`src/rtl/gray_frame_packetizer.sv`:
```
// Frames camera gray pixels as: sync header, FIFO-buffered pixels, status trailer.
// Drives a byte stream with a valid/ready handshake toward the Sync_245 transmit side.
module gray_frame_packetizer #(
    parameter int FIFO_AW    = 4,
    parameter int FRAME_ID_W = 8
) (
    input  logic                  sys_clk,
    input  logic                  reset,
    input  logic                  stream_en,
    input  logic                  frame_start,
    input  logic                  frame_end,
    input  logic [7:0]            pixel_in,
    input  logic                  pixel_valid,
    input  logic                  tx_ready,
    output logic [7:0]            tx_data,
    output logic                  tx_valid,
    output logic                  overflow,
    output logic [FRAME_ID_W-1:0] frames_sent,
    output logic [2:0]            pk_state
);

    localparam int                DEPTH     = 1 << FIFO_AW;
    localparam logic [FIFO_AW:0]  FULL_CNT  = (FIFO_AW+1)'(DEPTH);
    localparam logic [FIFO_AW:0]  CNT_ONE   = (FIFO_AW+1)'(1);
    localparam logic [FIFO_AW-1:0] PTR_ONE  = FIFO_AW'(1);

    typedef enum logic [2:0] {
        IDLE    = 3'd0,
        HEADER  = 3'd1,
        PIXELS  = 3'd2,
        TRAILER = 3'd3
    } state_t;

    state_t             state;
    logic [7:0]         mem [DEPTH];
    logic [FIFO_AW-1:0] wr_ptr;
    logic [FIFO_AW-1:0] rd_ptr;
    logic [FIFO_AW:0]   count;
    logic               frame_active;
    logic               end_pending;
    logic               frame_ovf;
    logic [2:0]         byte_idx;

    logic               fifo_full;
    logic               fifo_empty;
    logic               slot_free;
    logic               wr_en;
    logic               pop;
    logic [7:0]         wr_byte;
    logic [7:0]         hdr_byte;
    logic [7:0]         trl_byte;

    // Full is judged on the registered count, so a same-cycle pop never makes room.
    assign fifo_full  = (count == FULL_CNT);
    assign fifo_empty = (count == '0);
    assign slot_free  = !tx_valid || tx_ready;
    assign wr_en      = frame_active && pixel_valid && !fifo_full;
    assign pop        = (state == PIXELS) && slot_free && !fifo_empty;
    assign wr_byte    = (pixel_in == 8'hFF) ? 8'hFE : pixel_in;
    assign pk_state   = state;

    always_comb begin
        hdr_byte = 8'h00;
        trl_byte = 8'h00;
        case (byte_idx[1:0])
            2'd0: begin
                hdr_byte = 8'hFF;
                trl_byte = 8'hFF;
            end
            2'd1: begin
                hdr_byte = 8'h00;
                trl_byte = 8'h00;
            end
            2'd2: begin
                hdr_byte = 8'hA5;
                trl_byte = 8'h5A;
            end
            default: begin
                hdr_byte = 8'(frames_sent);
                trl_byte = {7'b0, frame_ovf};
            end
        endcase
    end

    always_ff @(posedge sys_clk) begin
        if (wr_en) begin
            mem[wr_ptr] <= wr_byte;
        end
    end

    always_ff @(posedge sys_clk) begin
        if (reset) begin
            state        <= IDLE;
            wr_ptr       <= '0;
            rd_ptr       <= '0;
            count        <= '0;
            frame_active <= 1'b0;
            end_pending  <= 1'b0;
            frame_ovf    <= 1'b0;
            overflow     <= 1'b0;
            frames_sent  <= '0;
            tx_data      <= 8'h00;
            tx_valid     <= 1'b0;
            byte_idx     <= 3'd0;
        end else begin
            if (wr_en) begin
                wr_ptr <= wr_ptr + PTR_ONE;
            end
            if (pop) begin
                rd_ptr <= rd_ptr + PTR_ONE;
            end
            case ({wr_en, pop})
                2'b10:   count <= count + CNT_ONE;
                2'b01:   count <= count - CNT_ONE;
                default: count <= count;
            endcase

            if (frame_active && pixel_valid && fifo_full) begin
                frame_ovf <= 1'b1;
                overflow  <= 1'b1;
            end

            // A pixel on the same cycle as frame_end was already captured above.
            if (frame_active && frame_end) begin
                end_pending  <= 1'b1;
                frame_active <= 1'b0;
            end

            case (state)
                IDLE: begin
                    if (stream_en && frame_start) begin
                        frame_ovf    <= 1'b0;
                        wr_ptr       <= '0;
                        rd_ptr       <= '0;
                        count        <= '0;
                        frame_active <= 1'b1;
                        byte_idx     <= 3'd0;
                        state        <= HEADER;
                    end
                end
                HEADER: begin
                    if (slot_free) begin
                        if (byte_idx != 3'd4) begin
                            tx_data  <= hdr_byte;
                            tx_valid <= 1'b1;
                            byte_idx <= byte_idx + 3'd1;
                        end else begin
                            tx_valid <= 1'b0;
                            byte_idx <= 3'd0;
                            state    <= PIXELS;
                        end
                    end
                end
                PIXELS: begin
                    if (slot_free) begin
                        if (!fifo_empty) begin
                            tx_data  <= mem[rd_ptr];
                            tx_valid <= 1'b1;
                        end else begin
                            tx_valid <= 1'b0;
                            if (end_pending) begin
                                byte_idx <= 3'd0;
                                state    <= TRAILER;
                            end
                        end
                    end
                end
                TRAILER: begin
                    // byte_idx==4 with a free slot means the status byte was just accepted.
                    if (slot_free) begin
                        if (byte_idx != 3'd4) begin
                            tx_data  <= trl_byte;
                            tx_valid <= 1'b1;
                            byte_idx <= byte_idx + 3'd1;
                        end else begin
                            tx_valid    <= 1'b0;
                            byte_idx    <= 3'd0;
                            frames_sent <= frames_sent + FRAME_ID_W'(1);
                            end_pending <= 1'b0;
                            state       <= IDLE;
                        end
                    end
                end
                default: state <= IDLE;
            endcase
        end
    end

endmodule

```
`config.mk`:
```
export PLATFORM = sky130hd
export DESIGN_NAME = gray_frame_packetizer
export DESIGN_NICKNAME = d
export VERILOG_FILES = /design/src/rtl/gray_frame_packetizer.sv
export SDC_FILE = /design/constraint.sdc
export NUM_CORES = 1
export LEC_CHECK = 0
export ABC_AREA = 1
export BUFFER_PORTS_ARGS = -buffer_cell sky130_fd_sc_hd__buf_2
export CORE_AREA = 5 5 139 101
export DETAILED_ROUTE_END_ITERATION = 10
export DIE_AREA = 0 0 144 106
export PLACE_DENSITY = 0.78
export SYNTH_ARGS = -nofsm -noshare
export SYNTH_HDL_FRONTEND = slang
export SYNTH_SLANG_ARGS = --single-unit
```
`constraint.sdc`:
```
create_clock -name sys_clk -period 5.9 [get_ports sys_clk]
set_input_delay 0.885 -clock sys_clk [delete_from_list [all_inputs] [get_ports sys_clk]]
set_output_delay 0.885 -clock sys_clk [all_outputs]
set_load 0.1 [all_outputs]
```
* Yosys cells after proc, flatten, opt, wreduce, memory -nomap -nowiden
Memory sizes are Yosys's and may differ from the RTL's. A register that Yosys moved wholly into a read port is not among the register bits.
Cells that the tools add are included.
** Cells by class
- Add/sub/neg operators :: 6
- Equal/unequal tests :: 22
- Muxes and demuxes :: 53
- Bitwise operators :: 1
- Reduce and logical (&&, ||, !) cells :: 23
** Operators by type and width (number)
- $pmux 8 s3 :: 3
- $mux 8 :: 7
- $mux 3 :: 14
- $mux 4 :: 7
- $ne 2x2->1 const B :: 11
- $mux 1 :: 16
- $pmux 3 s4 :: 1
- $mux 5 :: 2
- $pmux 5 s2 :: 1
- $pmux 3 s3 :: 1
- $add 4x1->4 const B :: 2
- $add 8x1->8 const B :: 1
- $eq 8x8->1 const B :: 1
- $reduce_and 8->1 :: 1
- $logic_and 1x1->1 :: 7
- $reduce_and 7->1 :: 1
- $eq 3x2->1 const B :: 2
- $reduce_and 3->1 :: 2
- $reduce_and 6->1 :: 1
- $reduce_bool 3->1 :: 2
- $add 5x1->5 const B :: 1
- $eq 5x5->1 const B :: 1
- $logic_not 5->1 :: 1
- $sub 5x1->5 const B :: 1
- other kinds (14) :: 18
** Storage, ports and cells
- Flip-flop bits (word level) :: 40
- RAM bits :: 128
- Input bits :: 15
- Output and inout port bits :: 21
- Logic and storage cells :: 118
- Memories :: 1
** Memory list
- mem :: depth 16, bits a word 8, read ports 1, clocked after memory_dff 1, write ports 1, RTL line 35 : logic [7:0] mem [DEPTH];

* Longest topological paths before layout
- Word-level depth :: 8
- Depth in mapped cells :: 19
- Mapped depth without buffers :: 19

* Least setup slack after synthesis
OpenSTA, ideal clock, no wires.
- Path kind :: reg2reg
- Start :: reg state[0], in the netlist pk_state[0]
- End :: reg count[4]
- Library setup time :: 0.109 ns
- Arrival time :: 2.679 ns
- Setup slack :: 3.112 ns
- Stages on the path, launching flop included :: 20
- Period minus slack after synthesis :: 2.788 ns
- Cell sequence :: dfxtp_1 -> inv_1 -> ha_1 -> inv_2 -> nor2_2 -> nand2_4 -> inv_6 -> nand2_8 -> nand2_2 -> nand2_2 -> inv_2 -> ha_1 -> a21oi_1 -> inv_1 -> nand3_1 -> o21ai_1 -> nand2_1 -> nand3_1 -> nand2_1 -> inv_1
** On the way
- Word-level cells in the longest chain between the ends :: 7
** Ends and longest elaborated chain
- start: declaration :: RTL line 34 : state_t state;
- start signal: assignment :: RTL line 93 : state <= IDLE;
- start signal: assignment :: RTL line 138 : state <= HEADER;
- start signal: assignment :: RTL line 150 : state <= PIXELS;
- $eq 3x2->1 :: RTL line 58 : assign pop = (state == PIXELS) && slot_free && !fifo_empty;
- $logic_and 1x1->1 (2 in a row) :: RTL line 58
- $eq 2x1->1 / $eq 2x2->1 (equally long branches) :: RTL line 112 : case ({wr_en, pop})
- $pmux 5 s2 :: RTL line 112
- $mux 5 :: RTL line 131 : if (stream_en && frame_start) begin
- $mux 5 * :: RTL line 129 : case (state)
- end signal: assignment :: RTL line 113 : 2'b10: count <= count + CNT_ONE;
- end signal: assignment :: RTL line 114 : 2'b01: count <= count - CNT_ONE;
- end signal: assignment :: RTL line 115 : default: count <= count;
- end: declaration :: RTL line 38 : logic [FIFO_AW:0] count;
Every way passes the cells marked *; elsewhere a longest branch is shown, timed or not.
A chain may end at the register's enable or synchronous reset.

==> metrics.md <==
| Metric | Value |
|---|---|
| Status | `finished clean` |
| GPL Wtd Cong | `0.893` |
| Ant diodes | `0` |
| Worst-path clk slew | `around 0.07 ns` |
| Max_cap viols | `0` |
| Setup crit end kind | `register` |
| CTS Buf Count | `17` |
| Synth area leaders | `edfxtp_1 52%, dfxtp_1 11%, nor2_1 6.6%` |
| Worst setup SP type | `register` |
| Post-synth EDFFs | `about 130` |
| Filler cells | `around 930` |
| Min-Delay Path Class | `reg -> reg` |
| Cell Rows | `35` |
| Worst skew pair latency | `0.43 ns` |
| Hold Vio Cnt, Final | `0` |
| Worst Setup Path Type | `reg -> reg` |
| RSZ-0062 raised after global routing | `no` |
| Primary FF master, synth | `edfxtp_1` |
| Avg Cell Area, Syn | `approximately 11 sq um` |
| # setup viols final | `0` |
| GRT Util Overall | `0.246` |
| Vias in the first global route | `slightly above 5000` |
| Commonest non-fill, non-tap cell in the layout | `nor2_1` |
| FF+latch count, synth | `roughly 170` |
| Initial core utilization | `0.581` |
| Initial antenna violation count | `0` |
| # port buffers | `34` |
| Pin count of the biggest net entering global routing | `68` |
| Placed Cells | `about 860` |
| Syn nets | `about 730` |
| Most frequent cells in the layout | `131 x nor2_1, 128 x edfxtp_1, 66 x o21ai_0` |
| Critical Path AT | `roughly 3 ns` |
| Yosys warns | `0` |
| Synthesized netlist cell count | `696` |
| Final period utilization | `0.457` |
| H-tree Lvls | `4` |
| Area growth syn-to-layout | `10.4%` |
| Register area share after synthesis | `0.624` |
| Peak VDD IR | `about 0.45 mV` |
| Final nets | `between 700 and 800` |
| Antenna Nets Post-Route | `0` |
| Slew HR | `0.214` |
| Area of the core | `about 13000 sq um` |
| Drt pass-1 iters | `6` |
| WL/cell | `roughly 20 um` |
| Worst-margin pin slew | `1.18 ns` |
| Post-synthesis cell type count | `46` |
| Min Clock Period, post-route | `2.70 ns` |
| Root Driver | `clkbuf_16` |
| Non-Filler Instances | `893` |
| Die Area | `15300 sq um` |
| Asr flop ratio synth | `0` |
| Hold_buf cts | `0` |
| Boundary Pins | `36` |
| Post-CTS sizing | `0` |
| Crit path cell chain | `inv_4 > o21ai_0 > o21ai_0 > o211ai_1 > nand2_1 > nand2_1 > a31oi_1` |
| DR DRC count | `0` |
| Setup bufs post-CTS | `0` |
| Die W | `144 um` |
| Critical Path RT | `around 6.2 ns` |
| Share of layout cells above drive strength 1 | `0.136` |
| DP HPWL | `around 12000 um` |
| Via density | `around 6.0` |
| Via count | `5401` |
| Fmax | `371 MHz` |
| Synth top area share | `0.519` |
| CTS Sinks | `167` |
| Routed WL | `approximately 18000 um` |
| Post-synth top area cell | `edfxtp_1` |
| Die Y | `~110 um` |
| Max FO, Critical Path | `between 60 and 70` |
| Synthesized cell area | `~7400 sq um` |
| Post-route setup TNS | `0 ns` |
| Initial DRC count | `850` |
| Final Skew | `roughly 0.0097 ns` |
| TritonCTS clock tree | `done` |
| First-pass GRT wire length | `between 20000 and 30000 um` |
| Fin. max-slew vios | `0` |
| Storage element area | `about 4600 sq um` |
| Global route total overflow | `0` |
| Hold Crit Depth | `2` |
| Longest Clk Path Bufs | `2` |
| Multi-input logic area | `2380 sq um` |
| Worst hold slack | `0.480 ns` |
| CP max stage delay | `1.09 ns` |
| Reg2reg path depth | `7` |
| Slowest CP cell | `dfxtp_2` |
| Cell Pwr Density | `roughly 430 nW/um^2` |
| Leak | `~0.003 uW` |
==> state kept, by name, summed over array words and instances (netlist names) <==
name,cells
tx_data,8
pk_state,2
frame_active,1
rd_ptr,4
tx_valid,1
count,5
wr_ptr,4
frame_ovf,1
frames_sent,8
overflow,1
end_pending,1
mem,128
byte_idx,3
==> metal layers <==
layer  up-vias  GRT usage  routed length [um]
li1       2476          -                   -
met1      2578      0.372                7800
met2       321      0.357                7950
met3        26     0.0674                1880
met4         0     0.0551                 201
met5         -          0                   0
==> final timing paths <==
path                  start    endpoint  slack, ns
hold reg to reg    overflow    overflow       0.48
setup reg to reg  rd_ptr[0]  tx_data[6]       3.20
hold / removal     overflow    overflow       0.48
setup / recovery  rd_ptr[0]  tx_data[6]       3.20
==> power by group <==
group | switching, uW | internal, uW
Combinational | 742 | 231
Sequential | 70.0 | 1330
Clock | 458 | 656
Total | 1270 | 2210
==> cell families after synthesis <==
| family | synth area share |
|---|---|
| AND/OR/NAND/NOR | 0.154 |
| AO/OA/AOI/OAI | 0.132 |
| flip-flops | 0.624 |
| buffers and inverters | 0.0544 |
| adder cells (fa/ha/maj) | 0.0287 |
| XOR/XNOR | 0.00591 |
| other | 0.000506 |
==> final cells by class <==
class / count / area share
well taps: 166 / 0.0254
multi-input cells: 444 / 0.291
clock inverters: 8 / 0.0104
clock buffers: 24 / 0.0627
flip-flops and latches: 167 / 0.565
inverters: 49 / 0.0234
repair buffers: 35 / 0.0217
==> cell usage after synthesis, types with 7 or more instances <==
library cell / count
a21oi_1: 24
a31oi_1: 7
buf_2: 9
buf_6: 7
clkbuf_1: 15
dfxtp_1: 39
edfxtp_1: 128
ha_1: 17
inv_1: 37
inv_2: 8
nand2_1: 60
nand3_1: 27
nor2_1: 131
nor3_1: 10
o211ai_1: 23
o21ai_0: 66
o21ai_1: 25
o221ai_1: 9
==> worst max-delay path, delay by kind of cell, from the launching register on <==
family	cells	cell delay (ns)
flip-flops	1	1.09
AND/OR/NAND/NOR	2	0.16
AO/OA/AOI/OAI	4	0.77
buffers and inverters	1	0.52
==> per-stage QoR <==
stage | total power (uW) | setup slack [ns] | area, sq um | utilization
floorplan | 2180 | 3.11 | 7410 | -
global placement | 2340 | 3.38 | 7580 | 0.595
detailed placement | 2370 | 3.30 | 7580 | 0.595
CTS | 3470 | 3.29 | 8180 | 0.642
global route | 3630 | 3.04 | 8180 | 0.642
finish | 3480 | 3.20 | 8180 | 0.642
Note: power is estimated with default switching activity, not from simulation.
